===== src/rtl/pow_5_shared_scheduler.sv =====
// Shared pow-5 unit: round-robin arbiter in front of one iterative W-bit multiplier.
// A granted operand n is raised to n^5 (mod 2^W) with four multiplies, then the
// result is returned with the requester index.
module pow_5_shared_scheduler #(
  parameter int unsigned N_REQ = 4,
  parameter int unsigned W     = 18,
  localparam int unsigned ID_W = (N_REQ > 1) ? $clog2(N_REQ) : 1
) (
  input  logic               clock,
  input  logic               reset_n,
  input  logic [N_REQ-1:0]   req,
  input  logic [N_REQ*W-1:0] req_n,
  output logic [N_REQ-1:0]   gnt,
  output logic               busy,
  output logic               res_valid,
  output logic [ID_W-1:0]    res_id,
  output logic [W-1:0]       res
);

  typedef enum logic [1:0] {
    ST_IDLE = 2'd0,
    ST_MUL  = 2'd1,
    ST_DONE = 2'd2
  } state_t;

  state_t            state_q, state_d;
  logic [W-1:0]      op_q, op_d;
  logic [W-1:0]      acc_q, acc_d;
  logic [W-1:0]      res_q, res_d;
  logic [1:0]        cnt_q, cnt_d;
  logic [ID_W-1:0]   cur_id_q, cur_id_d;
  logic [ID_W-1:0]   rr_q, rr_d;
  logic [ID_W-1:0]   res_id_q, res_id_d;
  logic              busy_q, busy_d;
  logic              res_valid_q, res_valid_d;

  logic              any_c;
  logic [ID_W-1:0]   sel_c;
  logic [ID_W:0]     sum_c;
  logic [W-1:0]      sel_op_c;
  logic [N_REQ-1:0]  gnt_c;

  // Round-robin search: first set req bit starting at rr_q, wrapping modulo N_REQ.
  always_comb begin
    any_c = 1'b0;
    sel_c = '0;
    sum_c = '0;
    for (int unsigned k = 0; k < N_REQ; k++) begin
      sum_c = {1'b0, rr_q} + (ID_W+1)'(k);
      if (sum_c >= (ID_W+1)'(N_REQ)) begin
        sum_c = sum_c - (ID_W+1)'(N_REQ);
      end
      if (!any_c && req[sum_c[ID_W-1:0]]) begin
        any_c = 1'b1;
        sel_c = sum_c[ID_W-1:0];
      end
    end
  end

  // Operand mux for the selected client.
  always_comb begin
    sel_op_c = '0;
    for (int unsigned i = 0; i < N_REQ; i++) begin
      if (ID_W'(i) == sel_c) begin
        sel_op_c = req_n[i*W +: W];
      end
    end
  end

  // Grant is combinational and only offered in IDLE outside reset.
  always_comb begin
    gnt_c = '0;
    if (reset_n && (state_q == ST_IDLE) && any_c) begin
      gnt_c[sel_c] = 1'b1;
    end
  end

  assign gnt       = gnt_c;
  assign busy      = busy_q;
  assign res_valid = res_valid_q;
  assign res_id    = res_id_q;
  assign res       = res_q;

  // Next-state and datapath next values.
  always_comb begin
    state_d     = state_q;
    op_d        = op_q;
    acc_d       = acc_q;
    cnt_d       = cnt_q;
    cur_id_d    = cur_id_q;
    rr_d        = rr_q;
    res_d       = res_q;
    res_id_d    = res_id_q;
    busy_d      = 1'b0;
    res_valid_d = 1'b0;
    case (state_q)
      ST_IDLE: begin
        if (any_c) begin
          op_d     = sel_op_c;
          acc_d    = sel_op_c;
          cnt_d    = 2'd0;
          cur_id_d = sel_c;
          if (N_REQ == 1) begin
            rr_d = '0;
          end else if (sel_c == ID_W'(N_REQ - 1)) begin
            rr_d = '0;
          end else begin
            rr_d = sel_c + ID_W'(1);
          end
          state_d = ST_MUL;
          busy_d  = 1'b1;
        end
      end
      ST_MUL: begin
        acc_d  = W'(acc_q * op_q);
        cnt_d  = cnt_q + 2'd1;
        busy_d = 1'b1;
        if (cnt_q == 2'd3) begin
          state_d     = ST_DONE;
          res_d       = acc_d;
          res_id_d    = cur_id_q;
          res_valid_d = 1'b1;
        end
      end
      ST_DONE: begin
        state_d = ST_IDLE;
      end
      default: begin
        state_d = ST_IDLE;
      end
    endcase
  end

  // State and datapath registers with synchronous active-low reset.
  always_ff @(posedge clock) begin
    if (!reset_n) begin
      state_q     <= ST_IDLE;
      op_q        <= '0;
      acc_q       <= '0;
      cnt_q       <= 2'd0;
      cur_id_q    <= '0;
      rr_q        <= '0;
      res_q       <= '0;
      res_id_q    <= '0;
      busy_q      <= 1'b0;
      res_valid_q <= 1'b0;
    end else begin
      state_q     <= state_d;
      op_q        <= op_d;
      acc_q       <= acc_d;
      cnt_q       <= cnt_d;
      cur_id_q    <= cur_id_d;
      rr_q        <= rr_d;
      res_q       <= res_d;
      res_id_q    <= res_id_d;
      busy_q      <= busy_d;
      res_valid_q <= res_valid_d;
    end
  end

endmodule

===== config.mk =====
export PLATFORM = sky130hd
export DESIGN_NAME = pow_5_shared_scheduler
export DESIGN_NICKNAME = d
export VERILOG_FILES = /design/src/rtl/pow_5_shared_scheduler.sv
export SDC_FILE = /design/constraint.sdc
export NUM_CORES = 1
export LEC_CHECK = 0
export ABC_AREA = 0
export CAP_MARGIN = 10
export CELL_PAD_IN_SITES_DETAIL_PLACEMENT = 0
export CELL_PAD_IN_SITES_GLOBAL_PLACEMENT = 1
export CORE_MARGIN = 1
export CORE_UTILIZATION = 34
export CTS_CLUSTER_DIAMETER = 150
export DETAILED_ROUTE_END_ITERATION = 10
export GPL_ROUTABILITY_DRIVEN = 0
export PLACE_DENSITY = 0.67
export SETUP_SLACK_MARGIN = 0.5
export SKIP_LAST_GASP = 1
export SLEW_MARGIN = 20
export SYNTH_ARGS = -nofsm -noshare
export SYNTH_HDL_FRONTEND = slang
export SYNTH_SLANG_ARGS = --single-unit

===== constraint.sdc =====
create_clock -name clock -period 7.4 [get_ports clock]
set_input_delay 1.11 -clock clock [delete_from_list [all_inputs] [get_ports clock]]
set_output_delay 1.11 -clock clock [all_outputs]
set_load 0.02 [all_outputs]

==> results of run 1 <==
-- stage by stage --
step / std cells / utilization / area [um^2]
6_report: 1403 / 0.415 / 9800
5_1_grt: 1403 / 0.415 / 9800
4_1_cts: 1403 / 0.415 / 9800
3_5_place_dp: 1387 / 0.403 / 9520
3_3_place_gp: 1387 / 0.403 / 9520
2_1_floorplan: 1013 / - / 8230
-- cell type report --
cell class / instances / area [um^2]
Multi-Input combinational cell: 717 / 6050
Sequential cell: 66 / 1320
Inverter: 172 / 646
Timing Repair Buffer: 113 / 1110
Tap cell: 319 / 399
Fill cell: 2491 / 13800
Clock inverter: 7 / 53.8
Clock buffer: 9 / 225
-- state kept, by name (all words and copies together) (netlist names) --
register	cells
cur_id_q	2
rr_q	2
cnt_q	2
res_valid	1
op_q	18
res_id	2
busy	1
state_q	2
res	18
acc_q	18
-- how the worst max path moves through the flow --
| stage | start | endpoint | depth (start not counted) |
|---|---|---|---|
| floorplan | acc_q[7] | acc_q[17] | 19 |
| global placement | op_q[3] | acc_q[17] | 18 |
| detailed placement | op_q[3] | acc_q[17] | 18 |
| CTS | op_q[3] | acc_q[17] | 18 |
| global route | op_q[3] | res[17] | 18 |
| finish | op_q[3] | acc_q[17] | 18 |
-- kinds of logic after synthesis --
kind of cell               count (synthesis)  synth area share
adders and majority gates                167             0.353
AOI/OAI and AO/OA                        168             0.129
xor gates and xnor gates                  37            0.0436
DFF                                       66             0.161
buffers and inverters                    230             0.105
muxes                                      4           0.00486
and+or+nand+nor                          341             0.203
-- layout by cell type (no fill, tap or decap), types with 2 or more instances in the layout --
| cell | count |
|---|---|
| a22oi_1 | 13 |
| buf_4 | 10 |
| inv_1 | 171 |
| fa_1 | 109 |
| a221oi_1 | 5 |
| inv_6 | 2 |
| o21ai_1 | 2 |
| or2_2 | 2 |
| clkinvlp_4 | 3 |
| nand3_1 | 7 |
| o21a_1 | 4 |
| clkdlybuf4s50_1 | 103 |
| and2_1 | 108 |
| xnor2_1 | 26 |
| or3_1 | 2 |
| xnor3_1 | 2 |
| clkbuf_16 | 9 |
| ha_1 | 58 |
| o311ai_0 | 2 |
| nor2b_1 | 8 |
| o21ai_0 | 19 |
| nand2b_1 | 3 |
| a211oi_1 | 9 |
| a21o_1 | 3 |
| xor2_1 | 8 |
| nand2_1 | 119 |
| and2_2 | 6 |
| dfxtp_1 | 66 |
| and3_1 | 6 |
| a21oi_1 | 66 |
| nor3_1 | 9 |
| nor2_1 | 62 |
| o211ai_1 | 32 |
| mux2i_1 | 4 |
-- cell usage after synthesis, types with 2 or more instances --
cell      count  share of area
fa_1        109           0.27
a22oi_1      13          0.012
a21o_1        3         0.0027
nand2_1     119          0.054
o21ai_1       2         0.0012
o211ai_1     32          0.029
nand3_1       7         0.0043
xnor3_1       2         0.0055
buf_2         2         0.0012
xor2_1        8         0.0085
or2_2         2         0.0015
nand2b_1      3         0.0023
nor3_1       10         0.0061
clkbuf_1     54          0.025
ha_1         58          0.088
or3_1         2         0.0015
and2_2        6         0.0055
xnor2_1      26          0.028
inv_1       171          0.078
and3_1        6         0.0046
o21ai_0      19          0.012
mux2i_1       4         0.0049
and2_1      108          0.082
o311ai_0      2         0.0021
nor2_1       63          0.029
a221oi_1      5         0.0053
nor2b_1       8         0.0061
dfxtp_1      66           0.16
buf_1         2        0.00091
a211oi_1      9         0.0082
a21oi_1      66          0.040
o21a_1        4         0.0036
-- worst reg2reg max path, stage by stage, from the launching register on --
cell and delay [ns]:
dfxtp_1 0.51, and2_1 0.29, fa_1 0.53, inv_1 0.05, fa_1 0.56, fa_1 0.45, fa_1 0.55, inv_1 0.05
fa_1 0.48, inv_1 0.05, fa_1 0.51, inv_1 0.05, ha_1 0.31, nor2b_1 0.16, or2_2 0.28, a221oi_1 0.57
o21ai_1 0.21, xor2_1 0.21, a211oi_1 0.23
-- power breakdown --
group,internal (mW),total (mW),switching (mW)
Clock,0.229,0.400,0.171
Combinational,0.406,0.968,0.562
Sequential,0.398,0.509,0.111
Total,1.03,1.88,0.844
-- layer usage --
metal  vias up  routed length, um  GRT usage  part of all wire
li1       3313                  -          -                 -
met1      3219              10800      0.267              0.47
met2       144              11100      0.339              0.48
met3        20                787     0.0205             0.034
met4         0                356     0.0448             0.015
met5         -                  0          0                 0
==> flow_summary.yaml, run 1 <==
clocking:
  cts_resized: 0
  ctsRootBufferMaster: "clkbuf_16"
  cts_num_sinks: 66
  cts_tree: "built"
  htreeDepth: 3
  cts_hold_buf: 0
  clock_latency_ns: 0.34
  cts_made_buffers: 9
  clock_path_buffers: 2
  clk_pin_slew_worst_paths_ns: 0.06
  post-cts-setup-buffers: 0
timing:
  rsz0062_at_grt: "false"
  finalClockSkew_ns: 0.00706
  setup_violations: 0
  fmax_mhz: 163
  layout_min_cycle_time_ns: 6.15
  maxSlewViolCount: 0
  finalCritPeriodShare: 0.830
  worst_slew_pin_slew_ns: 0.901
  finalHoldViolCount: 0
  setup_slack_ns: 1.25
  tns_ns: 0
  timing.hold.ws_ns: 0.451
  relSlewSlack: 0.399
worst_setup_path:
  crit_slowest_cell: "a221oi_1"
  r2r_cells: 18
  path_delay_family: "adder cells"
  path_cells: "and2_1 > fa_1 > inv_1 > fa_1 > fa_1 > fa_1 > inv_1 > fa_1 > inv_1 > fa_1 > inv_1 > ha_1 > nor2b_1 > or2_2 > a221oi_1 > o21ai_1 > xor2_1 > a211oi_1"
  path_buf_inv: 4
  timing.rr.start: "op_q[3]"
  startpoint_type: "register"
  worstPathArrival_ns: 6.39
  cp.required_ns: 7.65
  reg2reg_setup_slack_ns: 1.25
  endpoint_kind: "register"
  crit_fanout: 16
  crit_top_cell: "fa_1"
  crit_type: "register to register"
  critical_path.max_stage_delay_ns: 0.57
  r2r_end: "acc_q[17]"
power_and_ir_drop:
  p_leak_nw: 4.35
  p_per_area_nw_per_um2: 191
  ir_worst_vdd_uv: 114
  total_power_mw: 1.88
global_route:
  antenna_found_initial: 0
  grt_pass1_vias: 6976
  grt_use_total: 0.198
  grt_max_degree: 55
  gr-total-overflow: 0
  grt_pass1_wl_mm: 37.4
detailed_routing:
  wl_per_cell_um: 16.4
  drt_iter0_drc: 232
  vias: 6696
  vias_per_cell: 4.77
  finalWirelength_mm: 23.1
  route.detailed.drc: 0
  firstDrtPassIters: 4
  ant_nets: 0
place:
  dpl.hpwl_mm: 18.5
  portBuffers: 103
  place_ws_ns: 1.28
worst_hold_path:
  min_path_cells: 2
  hold_path.class: "register to register"
  whs_endpoint: "res_id[0]"
  min_from: "cur_id_q[0]"
final_layout:
  layout-drive-gt1-share: 0.0369
  layout.nets: 1324
  syn_to_final_growth_pct: 19.1
  num_antenna_cells: 0
synthesis:
  ys_ff_latch: 66
  synth_area_um2: 8230
  synth_cells: 1013
  ys_seq_area_frac: 0.161
  async_flop_share: 0
  syn-num-nets: 1258
  synth_edf_count: 0
  ys_types: 54
  ys.warnings.count: 0
  avgSynthCellArea_um2: 8.13
  synthFlopType: "dfxtp_1"
die:
  dieArea_um2: 24800
  io_pins: 104
  core_um2: 23600
  die_h_um: 158
  start_util: 0.349
  die_w_um: 158
  num_rows: 56
run_status:
  outcome: "finished, final reports clean"
flow_run:
  drv_cap: 0
(Power assumes the default switching activity.)
==> inputs of run 2 (changes only) <==
--- a/config.mk
+++ b/config.mk
@@ -14,7 +14,7 @@
 export CTS_CLUSTER_DIAMETER = 150
 export DETAILED_ROUTE_END_ITERATION = 10
 export GPL_ROUTABILITY_DRIVEN = 0
-export PLACE_DENSITY = 0.67
+export PLACE_DENSITY = 0.69
 export SETUP_SLACK_MARGIN = 0.5
 export SKIP_LAST_GASP = 1
 export SLEW_MARGIN = 20
==> constraint.sdc (replaced) <==
create_clock -name clock -period 4.9 [get_ports clock]
set_input_delay 0.735 -clock clock [delete_from_list [all_inputs] [get_ports clock]]
set_output_delay 0.735 -clock clock [all_outputs]
set_load 0.02 [all_outputs]
==> run 2 against run 1 <==
  * The run now ends with negative setup slack left
  * Flip-flop and latch count is the same
  * Hold slack gained 0.0014 ns
  * Combinational power is 110% higher
  * Utilization grew 5.1 points
  * Clock skew is 0.0019 ns higher
  * Worst setup slack got worse by 1.5 ns
  * Via count up 6.9%
  * Die area unchanged
==> flow_summary.yaml, run 2 (same netlist as run 1, synthesis figures left out) <==
place:
  dpl.hpwl_mm: 20.2
  placed_area_um2: 10400
  portBuffers: 103
global_route:
  antenna_found_initial: 0
  grt_max_degree: 47
  grt_pass1_wl_mm: 39.9
  grt_use_total: 0.213
  gr-total-overflow: 0
  grt_pass1_vias: 7367
die:
  dieArea_um2: 24800
  start_util: 0.349
  die_w_um: 158
  core_um2: 23600
  die_h_um: 158
  num_rows: 56
  io_pins: 104
timing:
  relSlewSlack: 0.385
  finalHoldViolCount: 0
  setup_violations: 10
  fmax_mhz: 193
  finalCritPeriodShare: 1.06
  rsz0062_at_grt: "true"
  tns_ns: -2.24
  worst_slew_pin_slew_ns: 0.922
  layout_min_cycle_time_ns: 5.18
  finalClockSkew_ns: 0.00891
  setup_slack_ns: -0.278
  maxSlewViolCount: 0
worst_setup_path:
  endpoint_kind: "register"
  startpoint_type: "register"
  cp.required_ns: 5.09
  crit_type: "register to register"
  worstPathArrival_ns: 5.37
  crit_fanout: 6
detailed_routing:
  finalWirelength_mm: 25.1
  wl_per_cell_um: 16.7
  drt_iter0_drc: 310
  met1_length_mm: 11.3
  top_layer_used: "met4"
  vias_per_cell: 4.77
  vias: 7158
  ant_nets: 0
  dr_wl_met3_um: 920
  met2_length_mm: 12.4
  firstDrtPassIters: 5
  route.detailed.drc: 0
clocking:
  ctsRootBufferMaster: "clkbuf_16"
  clk_pin_slew_worst_paths_ns: 0.07
  clock_path_buffers: 2
  htreeDepth: 3
  cts_num_sinks: 66
  cts_tree: "built"
  clock_latency_ns: 0.34
  cts_hold_buf: 0
  cts_made_buffers: 9
power_and_ir_drop:
  ir_worst_vdd_uv: 166
  p_per_area_nw_per_um2: 308
  total_power_mw: 3.39
  p_leak_nw: 4.91
final_layout:
  layout_commonest_cell: "inv_1"
  layout.nets: 1423
  syn_to_final_growth_pct: 33.7
  final_cell_mix: "inv_1 (156), nand2_1 (118), fa_1 (103), clkdlybuf4s50_1 (103), buf_4 (103)"
  finalInstanceArea_um2: 11000
  num_antenna_cells: 0
  layout-drive-gt1-share: 0.196
flow_run:
  drv_cap: 0
run_status:
  outcome: "finished, violations left"
  violations: "negative setup slack"
worst_hold_path:
  hold_path.class: "register to register"
[run 2: changes by cell type in the layout (fill, tap and decap cells not counted), moves of 15 or more]
cell,before,now
buf_4,10,103
dfxtp_1,66,48
and2_1,108,93
and2_4,0,15
ha_1,58,43
inv_1,171,156
inv_2,0,15
[run 2: power breakdown]
part	switching, mW	internal [mW]	total, mW
sequential	0.111	0.608	0.719
clock	0.283	0.352	0.635
combinational	1.07	0.966	2.03
[run 2: what timing repair did]
item	CTS	global route
endpoints found under the setup margin	20	22
pin swaps	16	31
hold endpoints to repair	0	0
setup buffers	4	8
gates resized for setup	28	38
[run 2: per-layer routing]
layer | vias up | GRT usage
li1 | 3508 | -
met1 | 3445 | 0.280
met2 | 180 | 0.370
met3 | 25 | 0.0230
met4 | 0 | 0.0532
met5 | - | 0
[run 2: worst paths after layout]
kind | to | cells after the start | slack [ns] | startpoint
min reg2reg | res_id[0] | 2 | 0.45 | res_id[0]
max reg2reg | res[17] | 19 | -0.28 | op_q[3]
max | res[17] | 19 | -0.28 | op_q[3]
min | res_id[0] | 2 | 0.45 | res_id[0]
[run 2: layout make-up]
class                   count  area, um^2
fillers                  2406       12600
clock inverters             7        58.8
inverters                 172         646
repair buffers            212        1890
flip-flops and latches     66        1370
multi-input cells         717        6420
clock buffers               9         225
well taps                 319         399
[run 2: metrics by stage]
stage / utilization / cells / hold WS [ns] / setup slack (ns)
global route: 0.466 / 1502 / 0.471 / -0.459
detailed placement: 0.441 / 1474 / 0.448 / -0.492
global placement: 0.441 / 1474 / 0.441 / -0.384
CTS: 0.457 / 1494 / 0.457 / -0.376
floorplan: - / 1013 / 0.432 / -0.0859
finish: 0.466 / 1502 / 0.453 / -0.278
[run 2: critical path, cell delays in order (launching register included)]
cell and delay [ns]:
dfxtp_4 0.37, and2_4 0.16, fa_1 0.54, inv_2 0.04, fa_1 0.51, fa_1 0.43, fa_1 0.51, inv_2 0.04
fa_1 0.47, inv_1 0.05, fa_1 0.55, inv_2 0.05, ha_4 0.21, nor2b_4 0.12, or2_4 0.22, a221oi_2 0.23
buf_4 0.19, o21ai_4 0.07, xor2_2 0.20, a211oi_2 0.09
==> RTL change, RTL diff (flow settings as in run 1) <==
Reset style: asynchronous (`reset_n`), changed in one clocked block. Comments in the files are not updated.
--- a/src/rtl/pow_5_shared_scheduler.sv
+++ b/src/rtl/pow_5_shared_scheduler.sv
@@ -134,3 +134,3 @@
   // State and datapath registers with synchronous active-low reset.
-  always_ff @(posedge clock) begin
+  always_ff @(posedge clock or negedge reset_n) begin
     if (!reset_n) begin
Function: differs if reset_n is asserted again (counterexample within 4 cycles, from zero or initial values and one cycle with reset_n low); with reset_n held inactive, the same outputs for 4 cycles.
==> RTL change against run 1 <==
Final area increased by 0.87%; final cell count is 3.3% lower; sequential share of layout area rose by 3.2 points; synthesized cell count decreased by 5.1%; wire length shrank 6.9%; sequential cell count unchanged; worst setup slack improved by 0.57 ns; non-clock buffer count did not move; fmax rose by 10%; highest routed layer unchanged; synthesized area grew 0.79%; largest cell class unchanged.
Power is not shown: default switching activity piles up to over one toggle a cycle in this logic, so the estimate is an artifact.
==> RTL change: results (changes against run 1) <==
Post-synth ARST share=100% (+100 points); most frequent cells after synthesis=inv_1, and2_1, fa_1, nand2_1, dfrtp_1; clock network share of area=3.01% (+0.17 points); Non-Filler Instances=1,356 (-3.3%); Synth area leaders=fa_1, dfrtp_1, ha_1; status=finished, final reports clean; met3 GRT Util=1.97% (-0.082 points); M1 WL=10.1 mm (-6.6%); Most used DFF post-synth=dfrtp_1; Filler cells=2,474 (-0.68%); Critical Path Fanout Max=15 (-1); fin nets=1,277 (-3.5%); Inverters=175 (+1.7%); area delta synth->final=19.2% (about the same); area post-placement=9590 sq um (+0.67%); sequential area share after synthesis=19.9% (+3.9 points); Distinct cells, synth=39 (-28%); normalized max-slew margin=42.0% (+2.1 points); critical path's slowest cell=dfrtp_1; vias in the first global route=6,615 (-5.2%); Non-clock buffers, area share=11.1% (-0.15 points); global-route wire length before repair=35.7 mm (-4.5%); multi-input combinational area share=58.5% (-3.3 points); share of layout cells above drive strength 1=3.95% (+0.26 points); largest net degree at the start of global routing=71 (+29%); GRT Util Overall=18.7% (-1.1 points); Post-Route WL=21.5 mm (-6.9%); Storage cell area=1650 sq um (+25%); syn_nets=1,206 (-4.1%); dpl hpwl=17.4 mm (-5.9%); Setup WS pre-CTS=1.81 ns (+0.533 ns)
==> RTL change: final timing paths <==
path	end	cells after the start	startpoint	slack, ns
setup reg to reg	acc_q[17]	19	op_q[4]	1.82
max in group asynchronous	op_q[17]	2	reset_n	5.85
hold reg to reg	op_q[17]	2	op_q[17]	0.48
min in group asynchronous	cur_id_q[0]	2	reset_n	0.97
hold / removal	op_q[17]	2	op_q[17]	0.48
setup / recovery	acc_q[17]	19	op_q[4]	1.82
==> RTL change: logic make-up after synthesis <==
kind of cell / synth area share, %
XOR/XNOR: 4.92
adder cells (fa/ha/maj): 35.0
flip-flops: 19.9
AND/OR/NAND/NOR: 17.0
multiplexers: 0.950
AO/OA/AOI/OAI: 11.7
buffers and inverters: 10.5
==> RTL change: tightest hold or removal path, stage by stage (launching register included) <==
cell and delay (ns):
dfrtp_1 0.33, nand2_1 0.05, o21ai_0 0.06
